**config.mk**
```make
export PLATFORM = sky130hd
export DESIGN_NAME = samm_result_drain
export DESIGN_NICKNAME = d
export VERILOG_FILES = /design/src/rtl/samm_pkg.sv /design/src/rtl/samm_frame_bank.sv /design/src/rtl/samm_result_drain.sv
export SDC_FILE = /design/constraint.sdc
export NUM_CORES = 2
export LEC_CHECK = 0
export CAP_MARGIN = 40
export CORE_AREA = 2 2 406 408
export CTS_BUF_LIST = sky130_fd_sc_hd__clkbuf_4
export DETAILED_ROUTE_END_ITERATION = 10
export DIE_AREA = 0 0 408 410
export GPL_TIMING_DRIVEN = 1
export PLACE_DENSITY_LB_ADDON = 0.12
export SYNTH_ARGS = -nofsm -noshare
export SYNTH_HDL_FRONTEND = slang
export SYNTH_SLANG_ARGS = --single-unit
```
**constraint.sdc**
```tcl
create_clock -name Clk -period 29.8 [get_ports Clk]
set_input_delay 4.47 -clock Clk [delete_from_list [all_inputs] [get_ports Clk]]
set_output_delay 4.47 -clock Clk [all_outputs]
set_load 0.01 [all_outputs]
```
**src/rtl/samm_pkg.sv**
```systemverilog
// Shared constants and types for the samm result drain stage.
package samm_pkg;

  localparam int N       = 8;              // operand width
  localparam int M       = 8;              // matrix dimension
  localparam int ELEM_W  = 2 * N;          // result element width
  localparam int IDX_W   = $clog2(M);      // row/column tag width
  localparam int ELEMS   = M * M;          // elements per frame
  localparam int SEL_W   = $clog2(ELEMS);  // flat element index width
  localparam int FRAME_W = N * 2 * M * M;  // full result frame width

  // Read side: either nothing to send, or streaming the read bank.
  typedef enum logic {
    IDLE  = 1'b0,
    DRAIN = 1'b1
  } rd_state_t;

endpackage

```
**src/rtl/samm_frame_bank.sv**
```systemverilog
// One frame buffer: full frame register, full flag and element select mux.
module samm_frame_bank
  import samm_pkg::*;
(
  input  logic               Clk,
  input  logic               Rst,
  input  logic               load,
  input  logic               clear,
  input  logic [FRAME_W-1:0] load_data,
  input  logic [IDX_W-1:0]   row,
  input  logic [IDX_W-1:0]   col,
  output logic               full,
  output logic [ELEM_W-1:0]  elem
);

  logic [FRAME_W-1:0] data_reg;
  logic               full_reg;
  logic [ELEM_W-1:0]  elems [ELEMS];
  logic [SEL_W-1:0]   sel;

  // Full flag; load beats clear so a recapture on the freeing beat keeps the bank occupied.
  always_ff @(posedge Clk or posedge Rst) begin
    if (Rst)        full_reg <= 1'b0;
    else if (load)  full_reg <= 1'b1;
    else if (clear) full_reg <= 1'b0;
  end

  // Frame storage; contents only matter while the full flag is set, so no reset.
  always_ff @(posedge Clk) begin
    if (load) data_reg <= load_data;
  end

  generate
    for (genvar gi = 0; gi < ELEMS; gi++) begin : g_elem
      assign elems[gi] = data_reg[gi*ELEM_W +: ELEM_W];
    end
  endgenerate

  // Row-major flat index of element (row, col).
  always_comb begin
    sel = SEL_W'(row) * SEL_W'(M) + SEL_W'(col);
  end

  assign elem = elems[sel];
  assign full = full_reg;

endmodule

```
**src/rtl/samm_result_drain.sv**
```systemverilog
// Double-buffered capture of samm result frames, streamed out one element per beat.
module samm_result_drain
  import samm_pkg::*;
(
  input  logic               Clk,
  input  logic               Rst,
  input  logic               In_Dv,
  input  logic [FRAME_W-1:0] In_data,
  output logic               Out_Valid,
  input  logic               Out_Ready,
  output logic [ELEM_W-1:0]  Out_Data,
  output logic [IDX_W-1:0]   Out_Row,
  output logic [IDX_W-1:0]   Out_Col,
  output logic               Out_Last,
  output logic               Busy,
  output logic               Overflow
);

  rd_state_t         state_reg, state_next;
  logic              wr_sel_reg, rd_sel_reg;
  logic [IDX_W-1:0]  row_reg, col_reg;
  logic              overflow_reg;
  logic [1:0]        bank_full, bank_load, bank_clear, full_next;
  logic [ELEM_W-1:0] bank_elem [2];
  logic              hs, at_last, last_hs, cap_ok, rd_sel_next;

  assign hs          = (state_reg == DRAIN) & Out_Ready;
  assign at_last     = (row_reg == IDX_W'(M-1)) && (col_reg == IDX_W'(M-1));
  assign last_hs     = hs & at_last;
  // A full write bank is still writable when its final beat leaves on this same edge.
  assign cap_ok      = In_Dv & (~bank_full[wr_sel_reg] | (last_hs & (rd_sel_reg == wr_sel_reg)));
  assign rd_sel_next = rd_sel_reg ^ last_hs;

  generate
    for (genvar gi = 0; gi < 2; gi++) begin : g_bank
      assign bank_load[gi]  = cap_ok & (wr_sel_reg == 1'(gi));
      assign bank_clear[gi] = last_hs & (rd_sel_reg == 1'(gi));
      assign full_next[gi]  = bank_load[gi] | (bank_full[gi] & ~bank_clear[gi]);

      samm_frame_bank u_bank (
        .Clk       (Clk),
        .Rst       (Rst),
        .load      (bank_load[gi]),
        .clear     (bank_clear[gi]),
        .load_data (In_data),
        .row       (row_reg),
        .col       (col_reg),
        .full      (bank_full[gi]),
        .elem      (bank_elem[gi])
      );
    end
  endgenerate

  // Read FSM state register.
  always_ff @(posedge Clk or posedge Rst) begin
    if (Rst) state_reg <= IDLE;
    else     state_reg <= state_next;
  end

  // Drain whenever the bank that will be read next cycle holds a frame (no bubble between frames).
  always_comb begin
    state_next = state_reg;
    case (state_reg)
      IDLE:    if (full_next[rd_sel_next])  state_next = DRAIN;
      DRAIN:   if (!full_next[rd_sel_next]) state_next = IDLE;
      default: state_next = IDLE;
    endcase
  end

  // Beat outputs come only from registered state and the stored frame.
  always_comb begin
    Out_Valid = 1'b0;
    Out_Data  = '0;
    Out_Row   = '0;
    Out_Col   = '0;
    Out_Last  = 1'b0;
    if (state_reg == DRAIN) begin
      Out_Valid = 1'b1;
      Out_Data  = bank_elem[rd_sel_reg];
      Out_Row   = row_reg;
      Out_Col   = col_reg;
      Out_Last  = at_last;
    end
  end

  // Row-major element position, advanced on each accepted beat.
  always_ff @(posedge Clk or posedge Rst) begin
    if (Rst) begin
      row_reg <= '0;
      col_reg <= '0;
    end else if (hs) begin
      if (col_reg == IDX_W'(M-1)) begin
        col_reg <= '0;
        row_reg <= at_last ? '0 : row_reg + IDX_W'(1);
      end else begin
        col_reg <= col_reg + IDX_W'(1);
      end
    end
  end

  // Bank selects and the sticky dropped-frame flag.
  always_ff @(posedge Clk or posedge Rst) begin
    if (Rst) begin
      wr_sel_reg   <= 1'b0;
      rd_sel_reg   <= 1'b0;
      overflow_reg <= 1'b0;
    end else begin
      rd_sel_reg <= rd_sel_next;
      if (cap_ok)          wr_sel_reg   <= ~wr_sel_reg;
      if (In_Dv & ~cap_ok) overflow_reg <= 1'b1;
    end
  end

  assign Busy     = |bank_full;
  assign Overflow = overflow_reg;

endmodule

```
==> flow_summary_export.csv <==
group,metric,value,unit
synth,synthCells,4003,
synth,ys_seq_area_frac,0.7809,
timing,fin_crit_sh,0.3979,
placement,port_buffers,1053,
critical_path,r2r_start,"col_reg[1]$_DFFE_PP0N_",
synth,synth_area_leader_cell,"edfxtp_1",
critical_path,start_kind,"flop",
worst_hold_path,min_delay_path_depth,1,
floorplan,fp.dieW,408,um
placement,routabilityCongestion,0.8996,
critical_path,r2r_end,"g_bank[0].u_bank.data_reg[418]$_DFFE_PP_",
synth,synth_cell_types,44,
clock_network,clkSinkCount,2060,
route,viasPerCell,5.921,
clock_network,cts-root-buf,"clkbuf_4",
route,wl_met2,135.1,mm
cells_and_area,drive_gt1_frac,0.2007,
critical_path,path_max_fanout,35,
worst_hold_path,hold_end,"Overflow$_DFFE_PP0P_",
clock_network,clock_path_buffers,4,
critical_path,cp-end-kind,"output port",
critical_path,ff2ff_setup_slack,22.71,ns
floorplan,pin_count,1054,
global_route,grt_usage,0.3282,
synth,synth_warnings,0,
synth,synth_most_common_cell,"edfxtp_1",
route,wl,278.5,mm
clock_network,h-tree-depth,6,
clock_network,post_cts_buffers,0,
clock_network,cts_tree,"built",
global_route,antenna_found_initial,116,
job,cap_violations,0,
timing,final_hold_viol_count,0,
timing,fmax,0.08434,GHz
route,first_iter_violations,5765,
pwr,power.density,79.12,nW/um^2
synth,synth_seq_cells,2060,
critical_path,worst-endpoint-arrival,7.39,ns
timing,drv_slew,0,
cells_and_area,utilization,0.6065,
timing,skew,0.1010,ns
global_route,grt_pass1_wl,373.6,mm
cells_and_area,regArea,61810,sq um
global_route,gr-total-overflow,0,
timing,worst_pin_slew,1.118,ns
synth,syn_area,79140,sq um
synth,syn_nets,5037,
floorplan,dieArea,167300,sq um
timing,period_needed,11.86,ns
synth,yosys-top-cells-area,"edfxtp_1 78%, mux2i_1 6.9%, mux4_2 6.7%",
route,first_pass_iters,7,
cells_and_area,n_fill_cell,12270,
route,top_layer,"met5",
floorplan,num_rows,149,
cells_and_area,final_nets,6486,
timing,rsz0062_at_grt,"false",
global_route,grt_max_degree,167,
route,avgRoutedWirePerCell,34.59,um
synth,synth_edf_count,2048,
cells_and_area,synthToLayoutAreaGrowth,25.28,%
synth,yosysTopAreaCellShare,0.7771,
cells_and_area,multiInputGateArea,16230,sq um
clock_network,cts_resized,0,
status,status,"finished clean",
synth,synthArstFlopShare,0.005825,
timing,tns,0,ns
placement,hpwl,202.9,mm
critical_path,worstSetupPathType,"flop to output port",
critical_path,rr_worst_depth,14,
clock_network,numCtsBuffers,541,
route,vias,47670,
clock_network,clk_pin_slew,0.06,ns
route,dr_wl_met3,28.49,mm
pwr,p_leak,33.10,nW
route,antenna_left,0,
route,wl_met1,101.3,mm
route,drc,0,
worst_hold_path,holdCritStartpoint,"Overflow$_DFFE_PP0P_",
timing,setup_viol,0,
cells_and_area,largest_reg_flops,2048,
floorplan,die_y,410,um
synth,synth-main-ff-cell,"edfxtp_1",
global_route,grt_pass1_vias,47470,
pwr,ir_drop,77.17,uV
synth,netlist_top_cells_count,"2048 x edfxtp_1, 544 x mux2i_1, 277 x nand3_1, 235 x mux4_2, 144 x a22oi_1",
floorplan,core,163500,sq um
synth,syn_area_per_cell,19.77,sq um
critical_path,cp.required,25.33,ns
clock_network,clkLatencyLatePin,1.43,ns
clock_network,holdBufCountCts,0,
floorplan,initial_core_util,0.4841,
worst_hold_path,hold_class,"flop to flop",
timing,slew_headroom,0.2548,
## worst max-delay path by stage
stage / startpoint / end / slack (ns) / cells past startpoint
floorplan: Out_Ready / wr_sel_reg$_DFFE_PP0N_ / 0.05 / 4
CTS: col_reg[0]$_DFFE_PP0N_ / Out_Data[8] / 17.83 / 9
global placement: Out_Ready / g_bank[0].u_bank.data_reg[402]$_DFFE_PP_ / 18.74 / 10
global route: col_reg[0]$_DFFE_PP0N_ / Out_Data[8] / 17.62 / 9
finish: col_reg[0]$_DFFE_PP0N_ / Out_Data[8] / 17.94 / 9
detailed placement: col_reg[0]$_DFFE_PP0N_ / Out_Data[8] / 19.31 / 9
## power breakdown
| part | leakage, nW | switching, mW | internal (mW) |
|---|---|---|---|
| Combinational | 10.7 | 1.34 | 0.868 |
| Sequential | 18.5 | 0.0383 | 3.23 |
| Clock | 3.88 | 1.13 | 1.24 |
## per-layer routing
| metal | GRT usage | vias up |
|---|---|---|
| met4 | 0.1656 | 64 |
| met2 | 0.5242 | 2966 |
| met1 | 0.4067 | 24260 |
| met3 | 0.1007 | 572 |
| met5 | 0 | - |
| li1 | - | 19810 |
## metrics by stage
step / hold slack [ns] / instances / power [mW] / setup slack (ns) / instance area [sq um]
finish: 0.4883 / 8051 / 7.845 / 17.94 / 99150
global route: 0.4983 / 8033 / 8.115 / 17.62 / 99110
CTS: 0.4884 / 7984 / 7.880 / 17.83 / 98990
detailed placement: 0.4747 / 7098 / 5.519 / 19.31 / 92560
global placement: 0.4690 / 7077 / 5.498 / 18.74 / 92000
floorplan: 0.4943 / 4003 / 4.611 / 0.05400 / 79140
## worst max-delay path: stages, from the launching register on
cell and delay (ns):
dfrtp_4 0.84, buf_4 0.67, buf_4 0.56, buf_4 0.69
mux4_2 0.62, nand3_1 0.19, nand4_1 0.64, or4_1 0.73
o41a_1 0.47, clkdlybuf4s50_1 0.50
## cell usage in the layout (no fill, tap or decap), types with 19 or more instances in the layout
| cell | instances |
|---|---|
| buf_4 | 69 |
| a21oi_1 | 97 |
| clkbuf_4 | 765 |
| edfxtp_1 | 2048 |
| diode_2 | 67 |
| clkinv_1 | 85 |
| mux4_2 | 235 |
| o22ai_1 | 48 |
| nand2_1 | 120 |
| nand4_1 | 66 |
| nand3_1 | 277 |
| buf_16 | 19 |
| clkdlybuf4s50_1 | 1053 |
| a22oi_1 | 144 |
| mux2i_1 | 544 |
## cells by family after synthesis
kind of cell,Yosys count,share of synthesized area
buffers and inverters,252,0.01508
muxes,787,0.1378
xor gates and xnor gates,1,0.0001107
and+or+nand+nor,551,0.03573
DFF,2060,0.7809
AOI/OAI and AO/OA,346,0.02952
adders and majority gates,6,0.0009485
## cell type report
type	instances	share of cell area
multi-input combinational	1691	0.1637
clock inverter	121	0.006890
tap	2189	0.02762
clock buffer	765	0.05792
inverter	9	0.0004164
timing repair buffer	1149	0.1184
antenna	67	0.001691
sequential	2060	0.6234
(Power assumes the default switching activity.)
